`config.mk`:
```
export PLATFORM = sky130hd
export DESIGN_NAME = ex
export DESIGN_NICKNAME = d
export VERILOG_FILES = /design/src/rtl/ex.sv
export SDC_FILE = /design/constraint.sdc
export NUM_CORES = 1
export LEC_CHECK = 0
export ABC_AREA = 0
export CORE_MARGIN = 2
export CORE_UTILIZATION = 30
export CTS_CLUSTER_SIZE = 28
export DETAILED_ROUTE_END_ITERATION = 10
export HOLD_SLACK_MARGIN = 0.15
export SETUP_SLACK_MARGIN = 0.2
export SYNTH_ARGS = -nofsm -noshare
export SYNTH_HDL_FRONTEND = slang
export SYNTH_SLANG_ARGS = --single-unit
```
`constraint.sdc`:
```
create_clock -name clk -period 7.4 [get_ports clk]
set_input_delay 1.11 -clock clk [delete_from_list [all_inputs] [get_ports clk]]
set_output_delay 1.11 -clock clk [all_outputs]
set_load 0.02 [all_outputs]
```
`src/rtl/ex.sv`:
```
// Execute stage of the 5-stage MIPS pipeline.
// Logic, shift and arithmetic results are combinational. DIV/DIVU run on an
// iterative 32-step restoring divider that holds a stall request until the
// result is ready for HI/LO.
//
// Handshake with pipeline control: while stallreq_o=1 the stage is not
// finished and upstream holds every *_i stable. A non-divide instruction
// completes in the cycle it is presented. A divide completes in the single
// cycle where whilo_o=1; stallreq_o is 0 in that cycle so the instruction
// advances. flush_i kills the instruction in that same cycle.
module ex (
  input  logic        clk,
  input  logic        rst,
  input  logic [7:0]  aluop_i,
  input  logic [2:0]  alusel_i,
  input  logic [31:0] reg1_i,
  input  logic [31:0] reg2_i,
  input  logic [4:0]  wd_i,
  input  logic        wreg_i,
  input  logic        flush_i,
  output logic [4:0]  wd_o,
  output logic        wreg_o,
  output logic [31:0] wdata_o,
  output logic        whilo_o,
  output logic [31:0] hi_o,
  output logic [31:0] lo_o,
  output logic        stallreq_o,
  output logic [1:0]  div_state
);

  localparam logic [7:0] OP_AND  = 8'h24;
  localparam logic [7:0] OP_OR   = 8'h25;
  localparam logic [7:0] OP_XOR  = 8'h26;
  localparam logic [7:0] OP_NOR  = 8'h27;
  localparam logic [7:0] OP_SLL  = 8'h7C;
  localparam logic [7:0] OP_SRL  = 8'h02;
  localparam logic [7:0] OP_SRA  = 8'h03;
  localparam logic [7:0] OP_ADD  = 8'h20;
  localparam logic [7:0] OP_ADDU = 8'h21;
  localparam logic [7:0] OP_SUB  = 8'h22;
  localparam logic [7:0] OP_SUBU = 8'h23;
  localparam logic [7:0] OP_SLT  = 8'h2A;
  localparam logic [7:0] OP_SLTU = 8'h2B;
  localparam logic [7:0] OP_DIV  = 8'h1A;
  localparam logic [7:0] OP_DIVU = 8'h1B;

  localparam logic [2:0] SEL_LOGIC = 3'b001;
  localparam logic [2:0] SEL_SHIFT = 3'b010;
  localparam logic [2:0] SEL_ARITH = 3'b100;

  typedef enum logic [1:0] {
    IDLE = 2'd0,
    BUSY = 2'd1,
    DONE = 2'd2
  } div_state_t;

  div_state_t  state, state_next;
  logic [4:0]  cnt;
  logic [31:0] dvs;      // |divisor|
  logic [31:0] quo;      // dividend shifting out, quotient shifting in
  logic [31:0] rem;      // partial remainder
  logic        neg_q;
  logic        neg_r;

  logic [31:0] logic_res, shift_res, arith_res, alu_res;
  logic [31:0] sum, diff;
  logic        ovf;
  logic        is_div, is_signed_div;
  logic        start_busy, start_zero;
  logic [32:0] partial, partial_sub;
  logic        partial_ge;

  assign sum           = reg1_i + reg2_i;
  assign diff          = reg1_i - reg2_i;
  assign is_div        = (aluop_i == OP_DIV) || (aluop_i == OP_DIVU);
  assign is_signed_div = (aluop_i == OP_DIV);

  // Logic-class result
  always_comb begin
    logic_res = 32'd0;
    case (aluop_i)
      OP_AND:  logic_res = reg1_i & reg2_i;
      OP_OR:   logic_res = reg1_i | reg2_i;
      OP_XOR:  logic_res = reg1_i ^ reg2_i;
      OP_NOR:  logic_res = ~(reg1_i | reg2_i);
      default: logic_res = 32'd0;
    endcase
  end

  // Shift-class result: reg2 is the value, reg1[4:0] the amount
  always_comb begin
    shift_res = 32'd0;
    case (aluop_i)
      OP_SLL:  shift_res = reg2_i << reg1_i[4:0];
      OP_SRL:  shift_res = reg2_i >> reg1_i[4:0];
      OP_SRA:  shift_res = $unsigned($signed(reg2_i) >>> reg1_i[4:0]);
      default: shift_res = 32'd0;
    endcase
  end

  // Arithmetic-class result and signed overflow for the trapping forms
  always_comb begin
    arith_res = 32'd0;
    ovf       = 1'b0;
    case (aluop_i)
      OP_ADD: begin
        arith_res = sum;
        ovf       = (reg1_i[31] == reg2_i[31]) && (sum[31] != reg1_i[31]);
      end
      OP_ADDU: arith_res = sum;
      OP_SUB: begin
        arith_res = diff;
        ovf       = (reg1_i[31] != reg2_i[31]) && (diff[31] != reg1_i[31]);
      end
      OP_SUBU: arith_res = diff;
      OP_SLT:  arith_res = {31'd0, $signed(reg1_i) < $signed(reg2_i)};
      OP_SLTU: arith_res = {31'd0, reg1_i < reg2_i};
      default: arith_res = 32'd0;
    endcase
  end

  // Write-back data chosen by result class
  always_comb begin
    alu_res = 32'd0;
    case (alusel_i)
      SEL_LOGIC: alu_res = logic_res;
      SEL_SHIFT: alu_res = shift_res;
      SEL_ARITH: alu_res = arith_res;
      default:   alu_res = 32'd0;
    endcase
  end

  // One restoring step: shift in the next dividend bit, subtract if it fits.
  // rem < dvs always holds, so the 33-bit partial never overflows.
  assign partial     = {rem, quo[31]};
  assign partial_sub = partial - {1'b0, dvs};
  assign partial_ge  = (partial >= {1'b0, dvs});

  assign start_busy = (state == IDLE) && (state_next == BUSY);
  assign start_zero = (state == IDLE) && (state_next == DONE);

  // Divider state register
  always_ff @(posedge clk or negedge rst) begin
    if (!rst) state <= IDLE;
    else      state <= state_next;
  end

  // Divider next-state logic; flush always wins
  always_comb begin
    state_next = state;
    case (state)
      IDLE: if (is_div) state_next = (reg2_i == 32'd0) ? DONE : BUSY;
      BUSY: if (cnt == 5'd31) state_next = DONE;
      DONE: state_next = IDLE;
      default: state_next = IDLE;
    endcase
    if (flush_i) state_next = IDLE;
  end

  // Divider datapath: latch operands at start, then step while busy
  always_ff @(posedge clk or negedge rst) begin
    if (!rst) begin
      cnt   <= 5'd0;
      dvs   <= 32'd0;
      quo   <= 32'd0;
      rem   <= 32'd0;
      neg_q <= 1'b0;
      neg_r <= 1'b0;
    end else if (start_busy) begin
      cnt   <= 5'd0;
      dvs   <= (is_signed_div && reg2_i[31]) ? -reg2_i : reg2_i;
      quo   <= (is_signed_div && reg1_i[31]) ? -reg1_i : reg1_i;
      rem   <= 32'd0;
      neg_q <= is_signed_div && (reg1_i[31] ^ reg2_i[31]);
      neg_r <= is_signed_div && reg1_i[31];
    end else if (start_zero) begin
      cnt   <= 5'd0;
      dvs   <= 32'd0;
      quo   <= 32'd0;
      rem   <= 32'd0;
      neg_q <= 1'b0;
      neg_r <= 1'b0;
    end else if ((state == BUSY) && !flush_i) begin
      cnt <= cnt + 5'd1;
      quo <= {quo[30:0], partial_ge};
      rem <= partial_ge ? partial_sub[31:0] : partial[31:0];
    end
  end

  // Outputs; everything is held at 0 while reset is asserted
  always_comb begin
    wd_o       = 5'd0;
    wreg_o     = 1'b0;
    wdata_o    = 32'd0;
    whilo_o    = 1'b0;
    hi_o       = 32'd0;
    lo_o       = 32'd0;
    stallreq_o = 1'b0;
    if (rst) begin
      wd_o       = wd_i;
      wreg_o     = wreg_i && !ovf;
      wdata_o    = alu_res;
      stallreq_o = !flush_i && (((state == IDLE) && is_div) || (state == BUSY));
      whilo_o    = !flush_i && (state == DONE);
      if (whilo_o) begin
        lo_o = neg_q ? -quo : quo;
        hi_o = neg_r ? -rem : rem;
      end
    end
  end

  assign div_state = state;

endmodule

```
==> results by group <==
Min path
  – Hold Path Origin: dvs[11]
  – Hold EP: dvs[11]
  – Hold crit path type: flop to flop
  – Hold path depth: 2

Routing
  – DRT Pass-1 Iters: 7
  – Post-route ant nets: 0
  – DRC: 0
  – Wire per inst: 22.8 um
  – Via count: 20200
  – Initial DRC Count: 2439
  – Final wirelength: 78.8 mm
  – Vias per cell: 5.83

Clock tree
  – Worst skew pair latency: 0.37 ns
  – Clock slew at reported path FFs: 0.08 ns
  – CTS tree: yes
  – Post-CTS setup buffers: 0
  – Cts repair resizes: 0
  – Num CTS Buffers: 9
  – Max H-tree Level: 3
  – # clock sinks: 105
  – Root Driver: clkbuf_16
  – Max Root-Sink Buffers: 2
  – Hold-fix buffers at CTS: 0

Job
  – Max Cap Viol: 0

Cells and area
  – Synth-to-layout area growth: 15.7%
  – Register area: 2630 um^2
  – Post-Layout Cell Count: 3461
  – Share of layout cells above drive strength 1: 6.80%
  – Area used by multi-input combinational logic: 14500 um^2
  – Final Cell Area: 21300 um^2
  – Fillcell total: 6517
  – Nets: 2896

Timing
  – Endpoints failing hold: 0
  – Post-Route Skew: 0.0129 ns
  – Final setup violation count: 0
  – Setup TNS: 0 ns
  – F_max: 0.145 GHz
  – Slew headroom: 22.0%
  – Max Slew Vio Count: 0
  – Fin crit share: 93.2%
  – Worst slew pin tran: 1.17 ns
  – Tmin final: 6.90 ns
  – Unrepaired setup endpoints after global routing: no

Power
  – Pleak: 8.36 nW
  – Worst vdd ir: 0.000114 V
  – PnR Total Power: 0.00295 W
  – PD cells: 138 nW/um^2

Synth
  – Yosys cell types: 93
  – Share of the synthesized area in the top cell type: 14.2%
  – Net Count, Synth: 2831
  – Synth warnings: 0
  – Number of synthesized flops with an enable pin: 0
  – Most common cell in the synthesized netlist: o21ai_0
  – Syn Inst Count: 2607
  – Seq/Total Area, Yosys: 14.2%
  – Yosys top cell by area: dfrtp_1
  – Synth cell count leaders: o21ai_0, nand2_1, nor2_1, a21oi_1, inv_1
  – Async S/R FF share, synth: 100%
  – Avg Cell Area, Syn: 7.07 um^2
  – FF+latch count, synth: 105
  – Top cells by area, synth: dfrtp_1, ha_1, o21ai_0
  – Dominant synthesized flop cell: dfrtp_1
  – Syn Std Cell Area: 18400 um^2

Worst setup path
  – Register-to-register setup slack: 3.74 ns
  – CP Max Fanout: 9
  – Cells on worst reg2reg path: 14
  – Max stage delay cell, worst path: clkdlybuf4s50_1
  – Most used cell, CP: a21oi_1
  – Critical path arrival: 5.79 ns
  – RR Startpoint: quo[31]
  – Critical Path RT: 6.29 ns
  – CP Cell Sequence: clkdlybuf4s50_1, inv_1, ha_1, a21oi_1, o22ai_1, o21ai_0, a21oi_1, o21ai_0, nand2_1, a311oi_1, a21oi_1, xnor2_1, o22ai_1, clkdlybuf4s50_1
  – CP Launch Type: input port
  – FF-to-FF End: rem[28]
  – CP Capture Type: primary output
  – CP Class: input port to primary output
  – Critical path's largest stage delay: 0.67 ns

Placement
  – Routability congestion estimate: 1.04
  – IO Port Bufs: 189
  – Placed insts: 3443
  – Post-DP HPWL: 61.9 mm
  – Placed Area: 21000 um^2

Floorplanning
  – Num ports: 190
  – Die area: 63500 um^2
  – Core area: 60600 um^2
  – Die width: 252 um
  – Die height: 252 um
  – # rows: 90
  – Initial Utilization: 30.4%

Global routing
  – Total global routing overflow: 0
  – Antenna violations before repair: 8
  – GRT Resource Usage Total: 24.2%
  – First-pass GRT wire length: 119 mm
  – Largest net degree at the start of global routing: 88
  – Vias in the first global route: 18700

Status
  – Run status: finished, final reports clean
[area by class of cell]
| cell class | count | share of cell area, % |
|---|---|---|
| Inverter | 157 | 2.76 |
| Multi-Input combinational cell | 2146 | 67.8 |
| Antenna cell | 2 | 0.0235 |
| Timing Repair Buffer | 253 | 11.0 |
| Sequential cell | 105 | 12.3 |
| Clock buffer | 9 | 1.06 |
| Tap cell | 782 | 4.59 |
| Clock inverter | 7 | 0.446 |
[cells by family after synthesis]
| family | count (synthesis) | share of synthesized area [%] |
|---|---|---|
| AND/OR/NAND/NOR | 798 | 19.8 |
| buffers and inverters | 356 | 7.60 |
| multiplexers | 140 | 10.3 |
| XOR/XNOR | 205 | 9.74 |
| flip-flops | 105 | 14.2 |
| adder cells (fa/ha/maj) | 140 | 9.62 |
| AO/OA/AOI/OAI | 863 | 28.7 |
[metal layers]
metal  wire (um)  vias to the layer above  GRT usage, %  share of wire, %
met5          99                        -             0              0.13
met4        3430                       14          10.0               4.3
met3        7180                      165          4.42               9.1
met2       32600                     1019          35.4                41
met1       35500                     9518          34.7                45
li1            -                     9470             -                 -
[sequential cells by signal, indices dropped and copies added (netlist names)]
signal     count
div_state      2
neg_r          1
rem           32
dvs           32
cnt            5
quo           32
neg_q          1
[layout by cell type, fill, tap and decap left out, types with 14 or more instances in the layout]
cell type / Yosys / final
o211ai_1: 16 / 16
and2_1: 15 / 15
o21ai_0: 301 / 299
o31ai_1: 39 / 39
nor4_1: 16 / 16
a22oi_1: 32 / 32
a221oi_1: 16 / 16
nor2_1: 271 / 270
nand2b_1: 17 / 17
nand4_1: 22 / 22
dfrtp_1: 105 / 105
xor2_1: 73 / 73
a211oi_1: 24 / 24
or4_1: 16 / 16
clkdlybuf4s50_1: 0 / 181
a31oi_1: 29 / 29
a21oi_1: 219 / 219
ha_1: 137 / 137
mux4_2: 39 / 39
nor3_1: 42 / 40
nor2b_1: 14 / 14
buf_4: 5 / 67
nand2_1: 279 / 278
inv_1: 152 / 152
o21bai_1: 15 / 15
mux2i_1: 89 / 89
or3_1: 15 / 15
o22ai_1: 35 / 35
nand3_1: 41 / 41
xnor2_1: 132 / 132
a21o_1: 31 / 31
[through the flow]
step	util (%)	worst slack [ns]	hold WS, ns
after floorplan	-	1.35	0.450
after global placement	34.7	0.630	0.462
after detailed placement	34.7	0.642	0.474
after CTS	35.2	0.618	0.492
after global routing	35.2	0.336	0.512
final	35.2	0.505	0.484
[where the power goes]
group / leakage [nW] / internal (W) / switching [W]
combinational: 6.81 / 0.000688 / 0.00102
clock: 0.157 / 0.000273 / 0.000247
sequential: 1.40 / 0.000626 / 0.0000931
[worst max-delay path: cells and delay by family]
kind	cells	cell delay, ns
xor+xnor	1	0.20
simple gates	1	0.16
fa+ha+maj	1	0.36
buf+inv	3	1.59
compound gates	8	2.37
[how the worst max path moves through the flow]
stage	slack (ns)	startpoint	endpoint
after detailed placement	0.64	reg2_i[0]	wdata_o[24]
final	0.50	reg2_i[1]	wdata_o[23]
after global routing	0.34	reg2_i[1]	wdata_o[23]
after CTS	0.62	reg2_i[0]	wdata_o[24]
after global placement	0.63	reg2_i[0]	wdata_o[24]
after floorplan	1.35	reg1_i[0]	wdata_o[24]
Power figures use the tool's default switching activity.
